--- src/rtl/bin2bcd_seq.sv ---
// Sequential binary-to-BCD converter (double dabble, one bit per cycle).
// Latency: operand accepted at edge k, result valid after edge k+BINLEN.
// Backpressure: result held in DONE until out_ready; no new operand accepted meanwhile.
//
// Ports:
//   clk, rst              - clock, async active-high reset
//   BIN, in_valid/ready   - operand input handshake (in_ready high only in IDLE)
//   BCD, ovf              - packed BCD result (digit 0 in bits [3:0]) and overflow flag
//   out_valid/out_ready   - result output handshake (out_valid high only in DONE)
module bin2bcd_seq #(
  parameter int DECLEN = 9,
  parameter int BINLEN = 30
) (
  input  logic                  clk,
  input  logic                  rst,
  input  logic [BINLEN-1:0]     BIN,
  input  logic                  in_valid,
  output logic                  in_ready,
  output logic [DECLEN*4-1:0]   BCD,
  output logic                  ovf,
  output logic                  out_valid,
  input  logic                  out_ready
);

  localparam int CW = $clog2(BINLEN + 1);
  localparam int BW = DECLEN * 4;

  typedef enum logic [1:0] {
    S_IDLE = 2'd0,
    S_CONV = 2'd1,
    S_DONE = 2'd2
  } state_t;

  state_t            r_state;
  logic [CW-1:0]     r_cnt;
  logic [BINLEN-1:0] r_shift;
  logic [BW-1:0]     r_work;
  logic              r_sticky;
  logic [BW-1:0]     r_bcd;
  logic              r_ovf;

  logic [BW-1:0]     w_adj;
  logic [BW-1:0]     w_next_work;
  logic              w_carry;
  logic              w_last;

  // One double-dabble step: correct every digit >= 5, then shift the
  // binary MSB in at BCD bit 0. The bit leaving the top digit is a
  // multiple of 10^DECLEN, so dropping it keeps the work value exact mod
  // 10^DECLEN while it feeds the sticky overflow flag.
  always_comb begin
    w_adj = r_work;
    for (int i = 0; i < DECLEN; i++) begin
      if (r_work[i*4 +: 4] >= 4'd5) begin
        w_adj[i*4 +: 4] = r_work[i*4 +: 4] + 4'd3;
      end
    end
    w_next_work = {w_adj[BW-2:0], r_shift[BINLEN-1]};
    w_carry     = w_adj[BW-1];
    w_last      = (r_cnt == CW'(BINLEN - 1));
  end

  always_ff @(posedge clk or posedge rst) begin
    if (rst) begin
      r_state  <= S_IDLE;
      r_cnt    <= '0;
      r_shift  <= '0;
      r_work   <= '0;
      r_sticky <= 1'b0;
      r_bcd    <= '0;
      r_ovf    <= 1'b0;
    end else begin
      case (r_state)
        S_IDLE: begin
          if (in_valid) begin
            r_shift  <= BIN;
            r_work   <= '0;
            r_sticky <= 1'b0;
            r_cnt    <= '0;
            r_state  <= S_CONV;
          end
        end
        S_CONV: begin
          r_work   <= w_next_work;
          r_shift  <= {r_shift[BINLEN-2:0], 1'b0};
          r_sticky <= r_sticky | w_carry;
          if (w_last) begin
            // Published result includes this final step's shifted-out bit.
            r_bcd   <= w_next_work;
            r_ovf   <= r_sticky | w_carry;
            r_state <= S_DONE;
          end else begin
            r_cnt <= r_cnt + 1'b1;
          end
        end
        S_DONE: begin
          if (out_ready) begin
            r_state <= S_IDLE;
          end
        end
        default: r_state <= S_IDLE;
      endcase
    end
  end

  // Handshake outputs are pure state decodes, independent of the
  // partner's valid/ready inputs.
  assign in_ready  = (r_state == S_IDLE);
  assign out_valid = (r_state == S_DONE);
  assign BCD       = r_bcd;
  assign ovf       = r_ovf;

endmodule

--- config.mk ---
export PLATFORM = sky130hd
export DESIGN_NAME = bin2bcd_seq
export DESIGN_NICKNAME = d
export VERILOG_FILES = /design/src/rtl/bin2bcd_seq.sv
export SDC_FILE = /design/constraint.sdc
export NUM_CORES = 1
export LEC_CHECK = 0
export CAP_MARGIN = 5
export CORE_MARGIN = 5
export CORE_UTILIZATION = 55
export CTS_CLUSTER_DIAMETER = 100
export CTS_CLUSTER_SIZE = 12
export DETAILED_ROUTE_END_ITERATION = 10
export PLACE_DENSITY = 0.89
export SLEW_MARGIN = 40
export SYNTH_ARGS = -nofsm -noshare
export SYNTH_HDL_FRONTEND = slang
export SYNTH_SLANG_ARGS = --single-unit
--- constraint.sdc ---
create_clock -name clk -period 3.8 [get_ports clk]
set_input_delay 0.57 -clock clk [delete_from_list [all_inputs] [get_ports clk]]
set_output_delay 0.57 -clock clk [all_outputs]
set_load 0.005 [all_outputs]
Word-level counts from Yosys, hierarchy flattened
Cells that the tools add are included.
- input port bits: 34
- output and inout bits: 39
- register bits: 111
- logic and storage cells: 62
- mux-type cells: 22
- bitwise gates (word level): 1
- order comparisons: 9
- eq/ne operators: 7
- add/sub/neg operators: 10
- reductions and logical operators: 6
- operators with widths (operator ; number):
    $pmux W36 S2 ; 1
    $pmux W30 S2 ; 1
    $add A4 B2 Y4 const B ; 9
    $ge A4 B3 Y1 const B ; 9
    $mux W36 ; 1
    $mux W4 ; 9
    $mux W30 ; 1
    $mux W5 ; 2
    $pmux W5 S2 ; 1
    $mux W2 ; 3
    $ne A2 B2 Y1 const B ; 3
    $pmux W2 S3 ; 1
    $reduce_and A3 Y1 ; 2
    $add A5 B1 Y5 const B ; 1
    $eq A5 B5 Y1 const B ; 1
    $reduce_and A2 Y1 ; 2
    $eq A2 B1 Y1 const B ; 1
    $eq A2 B2 Y1 const B ; 1
    $logic_not A2 Y1 ; 1
    $ne A2 B1 Y1 const B ; 1
    $pmux W1 S2 ; 1
    $reduce_bool A2 Y1 ; 1
    $mux W1 ; 1
    $or A1 B1 Y1 ; 1

Longest topological paths before layout
Gate-level depths: netlist of the first run.
- depth in word-level cells: 4
- gate-level depth with buffers: 8

Worst setup path after synthesis of the first run
No wires, ideal clock.
- path type: register to register
- start: reg r_work[32]
- end: reg r_work[34]
- required time: 3.717 ns
- data arrival time: 1.434 ns
- path slack: 2.283 ns
- setup time: 0.083 ns
- period minus slack after synthesis: 1.517 ns
- cell stages (with the launch flop): 7
- buffers on the path: 0
- path through: dfrtp_1 inv_1 ha_1 nand2b_1 a21oi_1 mux2_2 o21ai_0
- word-level cells in the longest chain between the ends: 3
- elaborated cells between the ends (all ways): 4
- RTL lines (item ; line ; source):
    start, declared ; 37 ; logic [BW-1:0] r_work;
    start signal, assigned ; 84 ; r_work <= w_next_work;
    $add A4 B2 Y4 or $ge A4 B3 Y1 (tied branches) ; 55, 54 ;
    $mux W4 * ; 54 ; if (r_work[i*4 +: 4] >= 4'd5) begin
    $pmux W36 S2 * ; 73 ; case (r_state)
Mark *: on every way between the ends. The rest lies on a longest branch, timed or not.
A chain may end at the register's enable or synchronous reset.

Final worst setup path of the first run
- start: reg r_state[1]
- end: reg r_ovf, in the netlist ovf
- word-level cells in the longest chain between the ends: 2
- RTL lines (item ; line ; source):
    start, declared ; 34 ; state_t r_state;
    start signal, assigned ; 65 ; r_state <= S_IDLE;
    start signal, assigned ; 80 ; r_state <= S_CONV;
    start signal, assigned ; 91 ; r_state <= S_DONE;
    $eq A2 B1 Y1 ; 73 ;
    $reduce_and A2 Y1 (no source line) ; - ;
    end signal, assigned ; 90 ; r_ovf <= r_sticky | w_carry;
    end, declared ; 40 ; logic r_ovf;
No other way between the ends.

==> reports/metrics.csv, run 1 <==
stage,metric,value,unit
route,avgViaCountPerCell,5.531,
floorplan,std_cell_rows,36,
clock_network,cts-resized-gates,0,
critical_path,timing.critical_path.arrival,2.68,ns
floorplan,ios,73,
sta,final.period_utilization,62.91,%
final_layout,nets,681,
critical_path,critPathSlowestCell,sky130_fd_sc_hd__or2_2,
placed_design,dp_hpwl,7644,um
final_layout,most_common_cell_after_layout_fill_and_taps_aside,sky130_fd_sc_hd__dfrtp_1,
critical_path,cp_cell_sequence,"nand2b_4, or2_2, buf_4, nor2_1, a21oi_1",
placed_design,buffer_ports.inserted,72,
synth,netlist-cell-type-count,28,
clock_network,numCtsBuffers,9,
floorplan,fp.dieW,108.7,um
synth,yosys_warnings,0,
pwr,switching_share,39.24,%
grt,grt_antenna_before_repair,0,
final_layout,final_core_util,66.30,%
final_layout,multi_input_combinational_cell_area,2325,um^2
pwr,max-vdd-ir-drop,444.2,uV
pwr,power.switching,2.160,mW
clock_network,cts.root.buffer_cell,sky130_fd_sc_hd__clkbuf_8,
final_layout,layout.cells.non_filler,765,
critical_path,regToRegStartpoint,r_state[1],
sta,fin_hold_ws,0.4867,ns
clock_network,numClockSinks,111,
route,detailed_route_drc_error_count,0,
placed_design,dpl-instance-area,6125,um^2
route,detail_route.first_pass.iterations,5,
clock_network,insertion_delay,0.37,ns
clock_network,cts_hold_buf,0,
route,via_count,4231,
synth,net_count_after_synthesis,625,
critical_path,setup.worst_path.start_class,flop,
critical_path,crit_start,r_state[1],
route,ant_nets,0,
synth,synth_simple_gate_area_share,18.51,%
synth,yosys.area_share.adder,4.675,%
grt,total_global_routing_overflow,0,
critical_path,cpLargestDelayFamily,simple AND/OR/NAND/NOR gates,
min_path,holdCritPathClass,flop to flop,
synth,syn-mean-instance-area,9.374,um^2
critical_path,worstSetupEndpointType,flop,
critical_path,worst-path-max-fanout,60,
synth,synth_compound_area_share,16.32,%
grt,vias_in_the_first_global_route,3982,
synth,seq_area_frac_synth,51.89,%
sta,grt_setup_unrepaired,no,
clock_network,level_count_of_the_clock_h_tree,3,
grt,grt_first_pass_wirelength,18640,um
sta,hold_viol,0,
sta,final_critical_path_setup_slack,1.409,ns
synth,synth.cell_area,5353,um^2
sta,timing.fmax,418.3,MHz
floorplan,core-area,9639,um^2
grt,largest_net_degree_at_the_start_of_global_routing,76,
critical_path,crit_path_max_incr_delay,0.65,ns
pwr,totalPowerFinal,5.504,mW
synth,ys_seq_elements,111,
sta,timing.setup.tns,0,ns
final_layout,layout.area.seq,2778,um^2
sta,tightest_slew,0.7058,ns
outcome,result_of_the_run,finished clean,
sta,finalWorstPathRequiredPeriod,2.391,ns
pwr,power.density,861.2,nW/um^2
route,wl,11060,um
sta,report.final.setup_viol,0,
pwr,clock_power_share,16.2,%
placed_design,dp_worst_setup_slack,1.447,ns
critical_path,path_class,flop to flop,
synth,synth.area.mux_share,1.893,%
grt,groute.usage.overall,19.61,%
pwr,p_seq_share,38.8,%
route,avg_wl_per_cell,14.46,um
sta,slew_viol_final,0,
floorplan,dieHeight,108.7,um
final_layout,drive_above_1_share,9.968,%
final_layout,num-fill-cells,764,
final_layout,most-common-layout-cells,"sky130_fd_sc_hd__dfrtp_1 (111), sky130_fd_sc_hd__nand2_1 (104), sky130_fd_sc_hd__clkdlybuf4s50_1 (72), sky130_fd_sc_hd__o21ai_0 (57), sky130_fd_sc_hd__nor2_1 (45)",
synth,syn-instance-count,571,
final_layout,num_antenna_cells,0,
critical_path,crit_buf_inv,1,
floorplan,start_util,55.53,%
min_path,holdCritStartpoint,BCD[24],
clock_network,cts_tree,done,
synth,synth_top_family_by_area,simple AND/OR/NAND/NOR gates,
final_layout,area.growth.synth_to_final,19.40,%
route,drt_first_iter_violations,228,
pwr,internal_power,3.344,mW
final_layout,finish.instance_area,6391,um^2
sta,slew-limit-headroom,52.77,%
placed_design,routabilityCongestion,0.8089,
clock_network,cts_setup_buffers,0,
synth,post_synth_xor_area_fraction,1.636,%
floorplan,die_area,11800,um^2
pwr,combinational_power_share,45.0,%
pwr,cellLeakagePower,2.749,nW
flow_run,cap_violations,0,
clock_network,worst_setup_hold_path_clk_slew,0.10,ns
placed_design,placed_cells_incl_taps,749,
sta,clock-skew-final,0.01389,ns
clock_network,clk_path_buf_depth,2,
critical_path,worstPathRequired,4.09,ns
synthesized netlist by cell type:
cell type	count	share of area [%]
sky130_fd_sc_hd__xor2_1	1	0.16
sky130_fd_sc_hd__o31ai_1	4	0.56
sky130_fd_sc_hd__mux2_2	9	1.9
sky130_fd_sc_hd__nor3b_1	9	1.3
sky130_fd_sc_hd__clkbuf_1	6	0.42
sky130_fd_sc_hd__or2_1	1	0.12
sky130_fd_sc_hd__nand3_1	29	2.7
sky130_fd_sc_hd__o21ai_1	6	0.56
sky130_fd_sc_hd__a21oi_1	20	1.9
sky130_fd_sc_hd__nor2_1	45	3.2
sky130_fd_sc_hd__ha_1	20	4.7
sky130_fd_sc_hd__buf_2	19	1.8
sky130_fd_sc_hd__nor3b_2	1	0.23
sky130_fd_sc_hd__a31oi_1	38	4.4
sky130_fd_sc_hd__buf_6	6	1.3
sky130_fd_sc_hd__nor3_1	9	0.84
sky130_fd_sc_hd__nand4_1	1	0.12
sky130_fd_sc_hd__nand2b_1	11	1.3
sky130_fd_sc_hd__nand2_1	105	7.4
sky130_fd_sc_hd__o211ai_1	2	0.28
sky130_fd_sc_hd__dfrtp_1	111	52
sky130_fd_sc_hd__xnor2_1	9	1.5
sky130_fd_sc_hd__nor2b_1	1	0.12
sky130_fd_sc_hd__o21ai_2	20	3.3
sky130_fd_sc_hd__o21ai_0	57	5.3
sky130_fd_sc_hd__buf_1	1	0.070
sky130_fd_sc_hd__inv_1	22	1.5
sky130_fd_sc_hd__or3b_2	8	1.3
worst min-delay path, stage by stage, from the launching register on:
cell	delay, ns
sky130_fd_sc_hd__dfrtp_1	0.35
sky130_fd_sc_hd__nand2_1	0.06
sky130_fd_sc_hd__o21ai_2	0.05
power by group through the flow:
stage	Clock [mW]	Sequential, mW	Combinational [mW]
global placement	0	2.11	2.34
global route	0.952	2.21	2.80
finish	0.894	2.13	2.48
floorplan	0	2.06	1.74
detailed placement	0	2.14	2.49
CTS	0.898	2.13	2.50
cells by family after synthesis:
kind of cell,Yosys count
mux,9
xor+xnor,10
simple gates,220
flops,111
compound gates,147
buf+inv,54
fa+ha+maj,20
flip-flops by register name, indices dropped and copies added, names as in the netlist:
| signal | flops |
|---|---|
| BCD | 36 |
| r_work | 36 |
| r_shift | 30 |
| r_cnt | 5 |
| r_state | 2 |
| ovf | 1 |
| r_sticky | 1 |
metal layers:
layer	share of wire, %	routed length (um)	vias up	GRT usage [%]
met4	1.3	139	0	5.861
met1	42	4616	2028	24.63
li1	-	-	2069	-
met2	51	5655	120	34.29
met5	0	0	-	0
met3	5.9	650	14	3.967
layout make-up:
class	instances	area share, %
tap	133	2.604
clock buffer	12	2.584
multi-input combinational	406	36.37
clock inverter	4	1.547
inverter	22	1.370
timing repair buffer	77	12.06
sequential	111	43.46
worst paths after layout:
kind / to / slack (ns) / cells past startpoint
setup reg to reg: ovf / 1.41 / 5
hold / removal: BCD[24] / 0.49 / 2
hold reg to reg: BCD[24] / 0.49 / 2
setup / recovery: ovf / 1.41 / 5
max in group asynchronous: r_work[3] / 2.50 / 3
min in group asynchronous: r_work[26] / 0.65 / 2
(Power assumes the default switching activity.)
==> run 2: changes to the inputs <==
==> constraint.sdc (replaced) <==
create_clock -name clk -period 2.5 [get_ports clk]
set_input_delay 0.375 -clock clk [delete_from_list [all_inputs] [get_ports clk]]
set_output_delay 0.375 -clock clk [all_outputs]
set_load 0.005 [all_outputs]
==> run 2 against run 1 <==
Net effect:
- die area unchanged
- register-to-register slack got worse by 0.87 ns
- design area decreased by 0.84%
- via count increased by 1.7%
- sequential share of layout area increased by 0.37 points
- clock power increased by 11%
- cell count increased by 0.52%
- combinational power increased by 55%
- first-iteration DRC count increased by 15%
- hold slack got worse by 0.0019 ns
- critical path type is now flop to output port
- critical endpoint is now out_valid
==> reports/metrics.csv, run 2 (synthesized netlist as in run 1, its figures left out) <==
stage,metric,value,unit,change
outcome,result_of_the_run,finished clean,,
clock_network,cts-resized-gates,0,,unchanged
grt,grt_antenna_before_repair,0,,unchanged
grt,grt_first_pass_wirelength,19820,um,+6.4%
route,drt_first_iter_violations,262,,+15%
route,wl,11540,um,+4.3%
placed_design,buffer_ports.inserted,72,,unchanged
floorplan,std_cell_rows,36,,unchanged
sta,timing.fmax,496.7,MHz,
route,ant_nets,0,,unchanged
route,avgViaCountPerCell,5.594,,+1.1%
route,via_count,4302,,+1.7%
sta,tightest_slew,0.6970,ns,-0.008772 ns
critical_path,setup.worst_path.start_class,flop,,
sta,hold_viol,0,,unchanged
clock_network,cts_tree,done,,
final_layout,num-fill-cells,765,,+0.13%
sta,slew-limit-headroom,53.53,%,+0.76 points
critical_path,regToRegStartpoint,r_cnt[0],,
floorplan,start_util,55.53,%,unchanged
flow_run,cap_violations,0,,unchanged
critical_path,rr_endpoint,BCD[9],,
final_layout,most_common_cell_after_layout_fill_and_taps_aside,sky130_fd_sc_hd__dfrtp_1,,
clock_network,worst_setup_hold_path_clk_slew,0.10,ns,about the same
clock_network,cts_setup_buffers,0,,unchanged
floorplan,ios,73,,unchanged
sta,timing.setup.tns,0,ns,unchanged
min_path,worstHoldEndpoint,BCD[20],,
critical_path,timing.reg2reg.worst_path_depth,6,,+1
sta,grt_setup_unrepaired,no,,
critical_path,worstPathRequired,2.12,ns,-1.97 ns
min_path,holdCritStartpoint,BCD[20],,
clock_network,level_count_of_the_clock_h_tree,3,,unchanged
route,detailed_route_drc_error_count,0,,unchanged
clock_network,insertion_delay,0.38,ns,about the same
floorplan,die_area,11800,um^2,unchanged
pwr,totalPowerFinal,8.091,mW,+47%
pwr,max-vdd-ir-drop,585.3,uV,+32%
grt,groute.usage.overall,21.05,%,+1.4 points
placed_design,dp_hpwl,8025,um,+5.0%
pwr,cellLeakagePower,2.712,nW,-1.3%
critical_path,worstSetupEndpointType,output port,,
final_layout,drive_above_1_share,10.38,%,+0.41 points
pwr,power.density,1277,nW/um^2,+48%
clock_network,numCtsBuffers,9,,unchanged
grt,vias_in_the_first_global_route,4265,,+7.1%
grt,largest_net_degree_at_the_start_of_global_routing,112,,+47%
floorplan,dieHeight,108.7,um,unchanged
sta,fin_hold_ws,0.4848,ns,-0.001892 ns
final_layout,most-common-layout-cells,"sky130_fd_sc_hd__dfrtp_1 (111), sky130_fd_sc_hd__nand2_1 (104), sky130_fd_sc_hd__clkdlybuf4s50_1 (72), sky130_fd_sc_hd__o21ai_0 (57), sky130_fd_sc_hd__nor2_1 (45)",,
critical_path,r2r_slack,0.54,ns,-0.87 ns
sta,report.final.setup_viol,0,,unchanged
sta,final.period_utilization,80.52,%,
clock_network,clk_path_buf_depth,2,,unchanged
sta,clock-skew-final,0.01519,ns,+0.001307 ns
clock_network,cts_hold_buf,0,,unchanged
floorplan,fp.dieW,108.7,um,unchanged
sta,slew_viol_final,0,,unchanged
route,detail_route.first_pass.iterations,6,,+1
floorplan,core-area,9639,um^2,unchanged
final_layout,num_antenna_cells,0,,unchanged
min_path,hold_depth,2,,unchanged
min_path,holdCritPathClass,flop to flop,,
final_layout,area.growth.synth_to_final,18.40,%,
critical_path,worst-path-max-fanout,5,,-92%
placed_design,routabilityCongestion,0.7883,,-2.5%
clock_network,cts.root.buffer_cell,sky130_fd_sc_hd__clkbuf_8,,
sta,finalWorstPathRequiredPeriod,2.013,ns,
grt,total_global_routing_overflow,0,,unchanged
critical_path,path_class,flop to output port,,
clock_network,numClockSinks,111,,unchanged
final_layout,nets,685,,+0.59%
critical_path,timing.critical_path.arrival,1.64,ns,-1.04 ns
route,avg_wl_per_cell,15.01,um,+3.8%
==> run 2: cell count changes in the layout (fill, tap and decap cells not counted) <==
cell	before	now
sky130_fd_sc_hd__buf_12	1	2
sky130_fd_sc_hd__buf_4	4	7
sky130_fd_sc_hd__bufinv_16	3	0
sky130_fd_sc_hd__clkbuf_1	0	1
sky130_fd_sc_hd__clkbuf_8	12	9
sky130_fd_sc_hd__clkinv_2	0	1
sky130_fd_sc_hd__clkinv_4	0	2
sky130_fd_sc_hd__clkinvlp_4	0	3
sky130_fd_sc_hd__inv_6	2	1
sky130_fd_sc_hd__nand2_2	0	1
sky130_fd_sc_hd__nand2_4	1	0
==> run 2: cell type report <==
class / instances / area (um^2) / area share, %
flip-flops and latches: 111 / 2778 / 43.83
multi-input cells: 406 / 2320 / 36.60
repair buffers: 81 / 813.3 / 12.83
well taps: 133 / 166.4 / 2.626
clock buffers: 10 / 127.6 / 2.014
inverters: 22 / 86.33 / 1.362
clock inverters: 6 / 46.29 / 0.7305
==> run 2: worst max-delay path by stage <==
stage	start	cells after the start	slack (ns)	end
after floorplan	rst	1	0.78	BCD[0]
after global placement	r_cnt[1]	7	0.64	BCD[2]
after detailed placement	in_valid	5	0.55	r_shift[23]
after CTS	r_state[0]	3	0.47	out_valid
after global routing	r_cnt[0]	6	0.38	BCD[8]
final	r_state[0]	3	0.49	out_valid
==> run 2: metrics by stage <==
stage / worst slack [ns] / cell area, um^2 / utilization [%] / instances
2_1_floorplan: 0.7815 / 5356 / - / 571
3_3_place_gp: 0.6433 / 6163 / 63.94 / 753
3_5_place_dp: 0.5517 / 6163 / 63.94 / 753
4_1_cts: 0.4706 / 6337 / 65.75 / 769
5_1_grt: 0.3795 / 6337 / 65.75 / 769
6_report: 0.4869 / 6337 / 65.75 / 769
==> run 2: worst max-delay path, stage by stage, from the launching register on <==
cell                              delay [ns]
sky130_fd_sc_hd__dfrtp_1                0.48
sky130_fd_sc_hd__nand2b_1               0.19
sky130_fd_sc_hd__inv_1                  0.10
sky130_fd_sc_hd__clkdlybuf4s50_1        0.50
==> run 2: power by group <==
part           switching (mW)  leakage (nW)  total (mW)  internal (mW)
logic                    2.09          1.25        3.84           1.75
registers               0.638          1.38        3.26           2.62
clock network           0.627        0.0829       0.996          0.369
total                    3.36          2.71        8.09           4.74
==> run 2: routing by layer <==
| metal | track usage (%) | vias to the layer above | wire length [um] |
|---|---|---|---|
| li1 | - | 2081 | - |
| met1 | 26.03 | 2076 | 4728 |
| met2 | 36.85 | 124 | 6019 |
| met3 | 4.914 | 21 | 589 |
| met4 | 6.222 | 0 | 201 |
| met5 | 0 | - | 0 |
==> run 3: changes to the inputs <==
==> constraint.sdc (replaced) <==
create_clock -name clk -period 2 [get_ports clk]
set_input_delay 0.3 -clock clk [delete_from_list [all_inputs] [get_ports clk]]
set_output_delay 0.3 -clock clk [all_outputs]
set_load 0.005 [all_outputs]
==> run 3 against run 2 <==
Net effect:
- design area grew 0.20%
- non-clock buffer count up 3
- cell count grew 0.39%
- worst setup slack got worse by 0.37 ns
- clock power rose by 24%
- critical path type unchanged
- largest cell class unchanged
- highest routed layer unchanged
==> reports/metrics.csv, run 3 (synthesized netlist as in run 1, its figures left out) <==
stage,metric,value,unit,change
sta,timing.fmax,530.4,MHz,
critical_path,path_class,flop to output port,,
grt,grt_first_pass_wirelength,18460,um,-6.9%
pwr,p_seq_share,40.3,%,about the same
route,avg_wl_per_cell,13.98,um,-6.8%
sta,hold_viol,0,,unchanged
route,avgViaCountPerCell,5.453,,-2.5%
pwr,internal_power,5.955,mW,+26%
grt,grt_most_used_layer,met2,,
floorplan,core-area,9639,um^2,unchanged
sta,tightest_slew,0.6580,ns,-0.03902 ns
final_layout,area.growth.synth_to_final,18.63,%,
final_layout,finish.instance_area,6350,um^2,+0.20%
route,wl,10790,um,-6.5%
placed_design,buffer_ports.inserted,72,,unchanged
route,via_count,4210,,-2.1%
placed_design,placed_cells_incl_taps,756,,+0.40%
grt,grt_util_met2,32.97,%,-3.9 points
floorplan,dieHeight,108.7,um,unchanged
critical_path,timing.critical_path.arrival,1.59,ns,-0.05 ns
route,detailed_route_drc_error_count,0,,unchanged
route,detail_route.first_pass.iterations,6,,unchanged
final_layout,most_common_cell_after_layout_fill_and_taps_aside,sky130_fd_sc_hd__dfrtp_1,,
clock_network,numClockSinks,111,,unchanged
clock_network,cts.root.buffer_cell,sky130_fd_sc_hd__clkbuf_8,,
pwr,combinational_power_share,47.4,%,about the same
grt,globalRouteMet3Util,5.269,%,+0.36 points
final_layout,num-fill-cells,777,,+1.6%
sta,timing.setup.tns,0,ns,unchanged
route,drt_first_iter_violations,266,,+1.5%
grt,largest_net_degree_at_the_start_of_global_routing,112,,unchanged
final_layout,multi_input_combinational_cell_area,2320,um^2,unchanged
pwr,power.switching,4.070,mW,+21%
min_path,holdCritPathClass,primary input to asynchronous set/reset pin,,
grt,groute.usage.overall,19.51,%,-1.5 points
critical_path,worstSetupEndpointType,output port,,
critical_path,worstPathRequired,1.70,ns,-0.42 ns
final_layout,final_core_util,65.87,%,+0.13 points
sta,final.period_utilization,94.26,%,
placed_design,dp_hpwl,7624,um,-5.0%
floorplan,std_cell_rows,36,,unchanged
final_layout,drive_above_1_share,10.95,%,+0.58 points
floorplan,ios,73,,unchanged
placed_design,dpl-instance-area,6173,um^2,+0.16%
sta,slew-limit-headroom,55.97,%,+2.4 points
pwr,cellLeakagePower,2.722,nW,+0.35%
sta,clock-skew-final,0.01045,ns,-0.004746 ns
sta,grt_setup_unrepaired,no,,
final_layout,num_antenna_cells,0,,unchanged
sta,slew_viol_final,0,,unchanged
clock_network,insertion_delay,0.38,ns,about the same
placed_design,routabilityCongestion,0.8141,,+3.3%
grt,vias_in_the_first_global_route,4004,,-6.1%
grt,gr-usage-met1,24.99,%,-1.0 points
final_layout,most-common-layout-cells,"sky130_fd_sc_hd__dfrtp_1 (110), sky130_fd_sc_hd__nand2_1 (104), sky130_fd_sc_hd__clkdlybuf4s50_1 (72), sky130_fd_sc_hd__o21ai_0 (57), sky130_fd_sc_hd__nor2_1 (45)",,
pwr,power.density,1579,nW/um^2,+24%
route,ant_nets,0,,unchanged
sta,report.final.setup_viol,0,,unchanged
clock_network,cts_setup_buffers,0,,unchanged
pwr,max-vdd-ir-drop,602.8,uV,+3.0%
critical_path,setup.worst_path.start_class,flop,,
floorplan,die_area,11800,um^2,unchanged
pwr,switching_share,40.60,%,-0.87 points
pwr,totalPowerFinal,10.02,mW,+24%
final_layout,nets,688,,+0.44%
grt,grt_antenna_before_repair,0,,unchanged
clock_network,numCtsBuffers,9,,unchanged
floorplan,fp.dieW,108.7,um,unchanged
clock_network,worst_setup_hold_path_clk_slew,0.11,ns,about the same
floorplan,start_util,55.53,%,unchanged
clock_network,cts-resized-gates,0,,unchanged
clock_network,clk_path_buf_depth,2,,unchanged
pwr,clock_power_share,12.3,%,about the same
final_layout,layout.area.seq,2779,um^2,about the same
clock_network,cts_hold_buf,0,,unchanged
flow_run,cap_violations,0,,unchanged
outcome,result_of_the_run,finished clean,,
final_layout,layout.cells.non_filler,772,,+0.39%
clock_network,level_count_of_the_clock_h_tree,3,,unchanged
critical_path,worst-path-max-fanout,5,,unchanged
grt,total_global_routing_overflow,0,,unchanged
sta,finalWorstPathRequiredPeriod,1.885,ns,
clock_network,cts_tree,done,,
run 3: cell count changes in the layout (fill, tap and decap cells not counted), sizes merged:
cell / before / now
clkbuf: 10 / 11
inv: 22 / 21
buf: 9 / 12
run 3: power groups by stage:
stage / sequential [mW] / clock [mW] / combinational (mW)
after detailed placement: 4.07 / 0 / 4.80
final: 4.04 / 1.24 / 4.75
after CTS: 4.03 / 1.26 / 4.81
after floorplan: 3.91 / 0 / 3.31
after global placement: 4.00 / 0 / 4.49
after global routing: 4.18 / 1.35 / 5.40
run 3: cell type report:
cell class,instances,area share (%)
clock inverters,5,0.5320
well taps,133,2.621
multi-input cells,406,36.53
flip-flops and latches,111,43.76
repair buffers,84,12.97
inverters,22,1.360
clock buffers,11,2.227
run 3: critical path: stages (launching register included):
cell	delay [ns]
sky130_fd_sc_hd__dfrtp_2	0.47
sky130_fd_sc_hd__nand2b_1	0.19
sky130_fd_sc_hd__inv_1	0.07
sky130_fd_sc_hd__clkdlybuf4s50_1	0.49
run 3: stage by stage:
stage	hold WS, ns	setup WS [ns]
after floorplan	0.4076	0.3565
after global placement	0.4603	0.1948
after detailed placement	0.4654	0.1726
after CTS	0.4689	0.07603
after global routing	0.4715	0.02676
final	0.4134	0.1147
run 3: routing by layer:
metal / part of all wire, % / vias to the layer above
li1: - / 2081
met3: 5.6 / 16
met5: 0 / -
met4: 1.3 / 0
met1: 42 / 2018
met2: 51 / 95
run 3: final timing paths:
check                           startpoint     endpoint  slack, ns  cells past startpoint
worst max-delay path            r_state[0]    out_valid       0.11                      3
worst min-delay path                   rst      BCD[28]       0.41                      3
worst max register to register  r_work[21]   r_work[22]       0.23                      6
worst min register to register      BCD[9]       BCD[9]       0.48                      2
max in group asynchronous              rst   r_shift[8]       1.13                      3
min in group clk                   BIN[24]  r_shift[24]       0.47                      3
